[src/rtl/pe_result_drain_if.sv]
// rtl/pe_result_drain_if.sv - capture and result-stream signals of the PE result drain
interface pe_result_drain_if #(
  parameter int WIDTH = 8,
  parameter int COLS  = 4,
  parameter int IDXW  = (COLS > 1) ? $clog2(COLS) : 1
);
  logic                    CAPTURE;
  logic [COLS*2*WIDTH-1:0] ResultsIn;
  logic                    Busy;
  logic [2*WIDTH-1:0]      OutData;
  logic [IDXW-1:0]         OutIndex;
  logic                    OutLast;
  logic                    OutValid;
  logic                    OutReady;
  logic                    Overrun;

  // drain side: takes the PE row snapshot, drives the stream
  modport master (
    input  CAPTURE, ResultsIn, OutReady,
    output Busy, OutData, OutIndex, OutLast, OutValid, Overrun
  );

  // producer/consumer side
  modport slave (
    output CAPTURE, ResultsIn, OutReady,
    input  Busy, OutData, OutIndex, OutLast, OutValid, Overrun
  );
endinterface

[src/rtl/pe_result_drain.sv]
// rtl/pe_result_drain.sv - snapshots a PE result row and serializes it onto a valid/ready stream
module pe_result_drain #(
  parameter int WIDTH = 8,
  parameter int COLS  = 4
) (
  input logic          CLK,
  input logic          SYNC_RST,
  pe_result_drain_if.master bus
);
  localparam int IDXW = (COLS > 1) ? $clog2(COLS) : 1;
  localparam int RW   = 2 * WIDTH;
  localparam logic [IDXW-1:0] LAST_IDX = IDXW'(COLS - 1);

  typedef enum logic {IDLE, DRAIN} state_t;

  state_t          state_q, state_d;
  logic [RW-1:0]   buf_q [COLS];
  logic [IDXW-1:0] idx_q;
  logic            ovr_q;

  logic at_last;
  logic xfer;
  logic final_xfer;
  logic load;

  assign at_last    = (idx_q == LAST_IDX);
  assign xfer       = (state_q == DRAIN) && bus.OutReady;
  assign final_xfer = xfer && at_last;
  // A capture is accepted when idle or exactly on the last word's transfer,
  // which chains snapshots without a bubble; any other capture is dropped.
  assign load       = bus.CAPTURE && ((state_q == IDLE) || final_xfer);

  // State register
  always_ff @(posedge CLK) begin
    if (SYNC_RST) state_q <= IDLE;
    else          state_q <= state_d;
  end

  // Next-state logic
  always_comb begin
    state_d = state_q;
    case (state_q)
      IDLE:    if (bus.CAPTURE) state_d = DRAIN;
      DRAIN:   if (final_xfer && !bus.CAPTURE) state_d = IDLE;
      default: state_d = IDLE;
    endcase
  end

  // Snapshot buffer, column index and sticky overrun flag
  always_ff @(posedge CLK) begin
    if (SYNC_RST) begin
      for (int c = 0; c < COLS; c++) buf_q[c] <= '0;
      idx_q <= '0;
      ovr_q <= 1'b0;
    end else begin
      if (load) begin
        for (int c = 0; c < COLS; c++) buf_q[c] <= bus.ResultsIn[c*RW +: RW];
        idx_q <= '0;
      end else if (xfer && !at_last) begin
        idx_q <= idx_q + 1'b1;
      end
      if (bus.CAPTURE && !load) ovr_q <= 1'b1;
    end
  end

  // Stream outputs; data, index and last read as zero while idle
  always_comb begin
    bus.Busy     = 1'b0;
    bus.OutValid = 1'b0;
    bus.OutData  = '0;
    bus.OutIndex = '0;
    bus.OutLast  = 1'b0;
    bus.Overrun  = ovr_q;
    if (state_q == DRAIN) begin
      bus.Busy     = 1'b1;
      bus.OutValid = 1'b1;
      bus.OutData  = buf_q[idx_q];
      bus.OutIndex = idx_q;
      bus.OutLast  = at_last;
    end
  end
endmodule

[src/flat_wrapper.sv]
// flat-port wrapper written by rule: the top's interface ports become plain ports
module pe_result_drain_flat 
#(
  parameter int WIDTH = 8,
  parameter int COLS  = 4
)
  (CLK, SYNC_RST, bus_CAPTURE, bus_ResultsIn, bus_OutReady, bus_Busy, bus_OutData, bus_OutIndex, bus_OutLast, bus_OutValid, bus_Overrun);
  pe_result_drain_if #(.WIDTH(WIDTH), .COLS(COLS)) bus_i ();
  input logic CLK;
  input logic SYNC_RST;
  input wire logic [$bits(bus_i.CAPTURE)-1:0] bus_CAPTURE;
  input wire logic [$bits(bus_i.ResultsIn)-1:0] bus_ResultsIn;
  input wire logic [$bits(bus_i.OutReady)-1:0] bus_OutReady;
  output wire logic [$bits(bus_i.Busy)-1:0] bus_Busy;
  output wire logic [$bits(bus_i.OutData)-1:0] bus_OutData;
  output wire logic [$bits(bus_i.OutIndex)-1:0] bus_OutIndex;
  output wire logic [$bits(bus_i.OutLast)-1:0] bus_OutLast;
  output wire logic [$bits(bus_i.OutValid)-1:0] bus_OutValid;
  output wire logic [$bits(bus_i.Overrun)-1:0] bus_Overrun;
  assign bus_i.CAPTURE = bus_CAPTURE;
  assign bus_i.ResultsIn = bus_ResultsIn;
  assign bus_i.OutReady = bus_OutReady;
  assign bus_Busy = bus_i.Busy;
  assign bus_OutData = bus_i.OutData;
  assign bus_OutIndex = bus_i.OutIndex;
  assign bus_OutLast = bus_i.OutLast;
  assign bus_OutValid = bus_i.OutValid;
  assign bus_Overrun = bus_i.Overrun;
  pe_result_drain #(.WIDTH(WIDTH), .COLS(COLS)) u_core (.CLK(CLK), .SYNC_RST(SYNC_RST), .bus(bus_i));
endmodule
[config.mk]
export PLATFORM = sky130hd
export DESIGN_NAME = pe_result_drain_flat
export DESIGN_NICKNAME = d
export VERILOG_FILES = /design/src/rtl/pe_result_drain_if.sv /design/src/rtl/pe_result_drain.sv /design/src/flat_wrapper.sv
export SDC_FILE = /design/constraint.sdc
export NUM_CORES = 1
export LEC_CHECK = 0
export ABC_AREA = 1
export CORE_AREA = 5 5 97 99
export DETAILED_ROUTE_END_ITERATION = 8
export DIE_AREA = 0 0 102 104
export GPL_TIMING_DRIVEN = 0
export PLACE_DENSITY = 0.76
export SYNTH_ARGS = -nofsm -noshare
export SYNTH_HDL_FRONTEND = slang
export SYNTH_SLANG_ARGS = --single-unit
export TNS_END_PERCENT = 1
[constraint.sdc]
create_clock -name CLK -period 2.71 [get_ports CLK]
set_input_delay 0.4065 -clock CLK [delete_from_list [all_inputs] [get_ports CLK]]
set_output_delay 0.4065 -clock CLK [all_outputs]
set_load 0.005 [all_outputs]
==> flow_summary.json <==
{
  "power.density_nw_per_um2": 478.8,
  "worstPathRequired_ps": 2300,
  "use_met2_pct": 25.53,
  "hold_start": "u_core.bus.Overrun",
  "die_y_um": 104,
  "hold_viol": 0,
  "clk_latency_ps": 340,
  "max-vdd-ir-drop_mv": 0.2594,
  "path_cells": "buf_2 -> inv_2 -> clkbuf_4 -> nand3_1 -> a21oi_1 -> clkdlybuf4s50_1",
  "drive_gt1_share_pct": 17.60,
  "synth_edf_count": 64,
  "antenna_found_initial": 0,
  "synth_ff_type": "edfxtp_1",
  "final_area_sq_um": 4901,
  "met1_usage_pct": 18.92,
  "timing.hold.ws_ps": 455.7,
  "grt_max_degree": 39,
  "seqPwrFrac_pct": 54.6,
  "gp_congestion": 0.7675,
  "ys_warn_count": 0,
  "r2r_slack_ps": 700,
  "numCtsBuffers": 9,
  "antennaDiodeCount": 0,
  "start_util_pct": 43.64,
  "cts_resized": 0,
  "yosysUniqueCellTypes": 18,
  "pin_count": 90,
  "cts_hold_buf": 0,
  "area_growth_pct": 32.64,
  "yosys.area.top_type_share_pct": 52.01,
  "cts.clk_slew.worst_paths_ps": 70,
  "cp_max_fo": 10,
  "cts_max_level": 3,
  "crit_type": "reg -> out",
  "synth-seq-cells": 70,
  "grt_pass1_wl_um": 12810,
  "internal_power_uw": 1771,
  "holdPathEnd": "u_core.bus.Overrun",
  "globalRoute.totalOverflow": 0,
  "post_drt_wl_per_cell_um": 12.29,
  "cts_setup_buffers": 0,
  "clock.fmax_ghz": 0.4085,
  "drc": 0,
  "slowest_stage": "clkdlybuf4s50_1",
  "synth_commonest_cells": "inv_1 (139), nand2_1 (75), edfxtp_1 (64)",
  "drtAntennaViolNets": 0,
  "floorplan.die_area_sq_um": 10610,
  "worstHoldPathType": "reg -> reg",
  "worst-endpoint-arrival_ps": 2040,
  "cts_tree": "built",
  "slew_violations": 0,
  "synth_area_sq_um": 3695,
  "maxCapViolations": 0,
  "avgViaCountPerCell": 4.417,
  "switching_power_uw": 575.1,
  "r2r-end": "u_core.buf_q[0][9]",
  "grt_pass1_vias": 2830,
  "placed_area_sq_um": 4743,
  "post-route-period-util_pct": 90.33,
  "syn-num-nets": 497,
  "core_sq_um": 8466,
  "pwr-share-clk_pct": 29.7,
  "grt_util_met3_pct": 4.427,
  "hpwl_um": 5962,
  "yosysTopAreaCell": "edfxtp_1",
  "worstRegToRegCells": 6,
  "num_rows": 34,
  "yosys.cell_count.top_type": "inv_1",
  "finClkSkew_ps": 4.864,
  "die_w_um": 102,
  "drt_pass1_iterations": 5,
  "worst_path_largest_cell_delay_ps": 530,
  "critPathLaunchType": "flop",
  "p_leak_uw": 0.002277,
  "power.total_uw": 2346,
  "routed_wl_um": 7889,
  "outcome": "finished clean",
  "worst_slew_pin_slew_ps": 700.9,
  "cts.sinks": 70,
  "grt.busiest_layer": "met2",
  "yosysSeqAreaShare_pct": 55.27,
  "grtUsageTotal_pct": 15.51,
  "avgSynthCellArea_sq_um": 8.633,
  "synthTopCellsByArea": "edfxtp_1 (52%), inv_1 (14%), nor2_2 (10%), nand2_1 (7.6%), nand3_1 (4.5%)",
  "r2r_start": "u_core.idx_q[0]",
  "synthCells": 428,
  "synthArstFlopShare_pct": 0,
  "fin_nets": 598,
  "setup_viol": 0,
  "drt_iter0_drc": 146,
  "cts_root_buf": "clkbuf_8",
  "p_comb_share_pct": 15.7,
  "rsz0062_at_grt": "no",
  "fin_crit_ps": 2448,
  "hold_depth": 2,
  "end_kind": "output pin",
  "relSlewSlack_pct": 53.11,
  "io_buffer_count": 89,
  "clock_path_buffers": 2,
  "vias": 2836,
  "swShare_pct": 24.51
}
-- logic make-up after synthesis --
kind of cell | synth area share [%]
AO/OA/AOI/OAI | 2.709
adder cells (fa/ha/maj) | 0.3386
buffers and inverters | 17.85
flip-flops | 55.27
AND/OR/NAND/NOR | 23.84
-- registers in the layout, summed over array words and instances (netlist names), named ones only --
register / count
u_core.buf_q: 64
u_core.bus.Overrun: 1
u_core.idx_q: 2
u_core.state_q: 1
-- final cells by class --
class	instances	area, sq um
fillers	766	3565
plain buffers	19	133.9
multi-input cells	199	996.0
clock buffers	11	131.4
inverters	140	525.5
clock inverters	5	26.28
repair buffers	90	910.9
well taps	108	135.1
flip-flops and latches	70	2042
-- through the flow --
| stage | setup TNS [ps] | setup slack, ps | utilization (%) | cells |
|---|---|---|---|---|
| floorplan | 0 | 132.5 | - | 428 |
| global placement | -52570 | -805.0 | 55.76 | 625 |
| detailed placement | 0 | 300.5 | 56.03 | 626 |
| CTS | 0 | 252.0 | 57.89 | 642 |
| global route | 0 | 137.6 | 57.89 | 642 |
| finish | 0 | 262.1 | 57.89 | 642 |
-- power by group through the flow --
stage / Combinational, uW / Clock, uW / Sequential [uW]
after global routing: 409 / 769 / 1290
after floorplan: 185 / 0 / 1300
after detailed placement: 371 / 0 / 1310
after global placement: 357 / 0 / 1310
final: 369 / 697 / 1280
after CTS: 373 / 721 / 1280
-- critical path: cells and delay by family, from the launching register on --
kind	cells	cell delay, ps
AND/OR/NAND/NOR	1	140
flip-flops	1	290
AO/OA/AOI/OAI	1	210
buffers and inverters	4	1050
-- worst max path at each step --
| stage | slack (ps) | cells past startpoint | end | from |
|---|---|---|---|---|
| 2_1_floorplan | 130 | 5 | u_core.buf_q[0][0] | u_core.idx_q[0] |
| 3_3_place_gp | -810 | 5 | u_core.buf_q[1][9] | bus_OutReady |
| 3_5_place_dp | 300 | 6 | u_core.buf_q[1][10] | bus_OutReady |
| 4_1_cts | 250 | 6 | bus_OutData[11] | flop |
| 5_1_grt | 140 | 6 | bus_OutData[10] | flop |
| 6_report | 260 | 6 | bus_OutData[11] | flop |
-- cells in the final DEF, fill, tap and decap left out --
| cell type | count |
|---|---|
| a21oi_1 | 20 |
| buf_12 | 1 |
| buf_2 | 8 |
| buf_4 | 1 |
| buf_6 | 6 |
| clkbuf_1 | 5 |
| clkbuf_4 | 1 |
| clkbuf_8 | 9 |
| clkdlybuf4s50_1 | 89 |
| clkinv_1 | 1 |
| clkinv_2 | 3 |
| clkinvlp_4 | 1 |
| dfxtp_1 | 6 |
| edfxtp_1 | 64 |
| ha_1 | 1 |
| inv_1 | 139 |
| inv_2 | 1 |
| nand2_1 | 74 |
| nand2_2 | 2 |
| nand3_1 | 33 |
| nand3_4 | 1 |
| nand4_1 | 2 |
| nor2_1 | 6 |
| nor2_2 | 60 |
-- layer usage --
metal	share of wire, %	wire, um
met1	42	3282
met2	50	3952
met3	6.1	479
met4	2.2	176
met5	0	0
(Power assumes the default switching activity.)
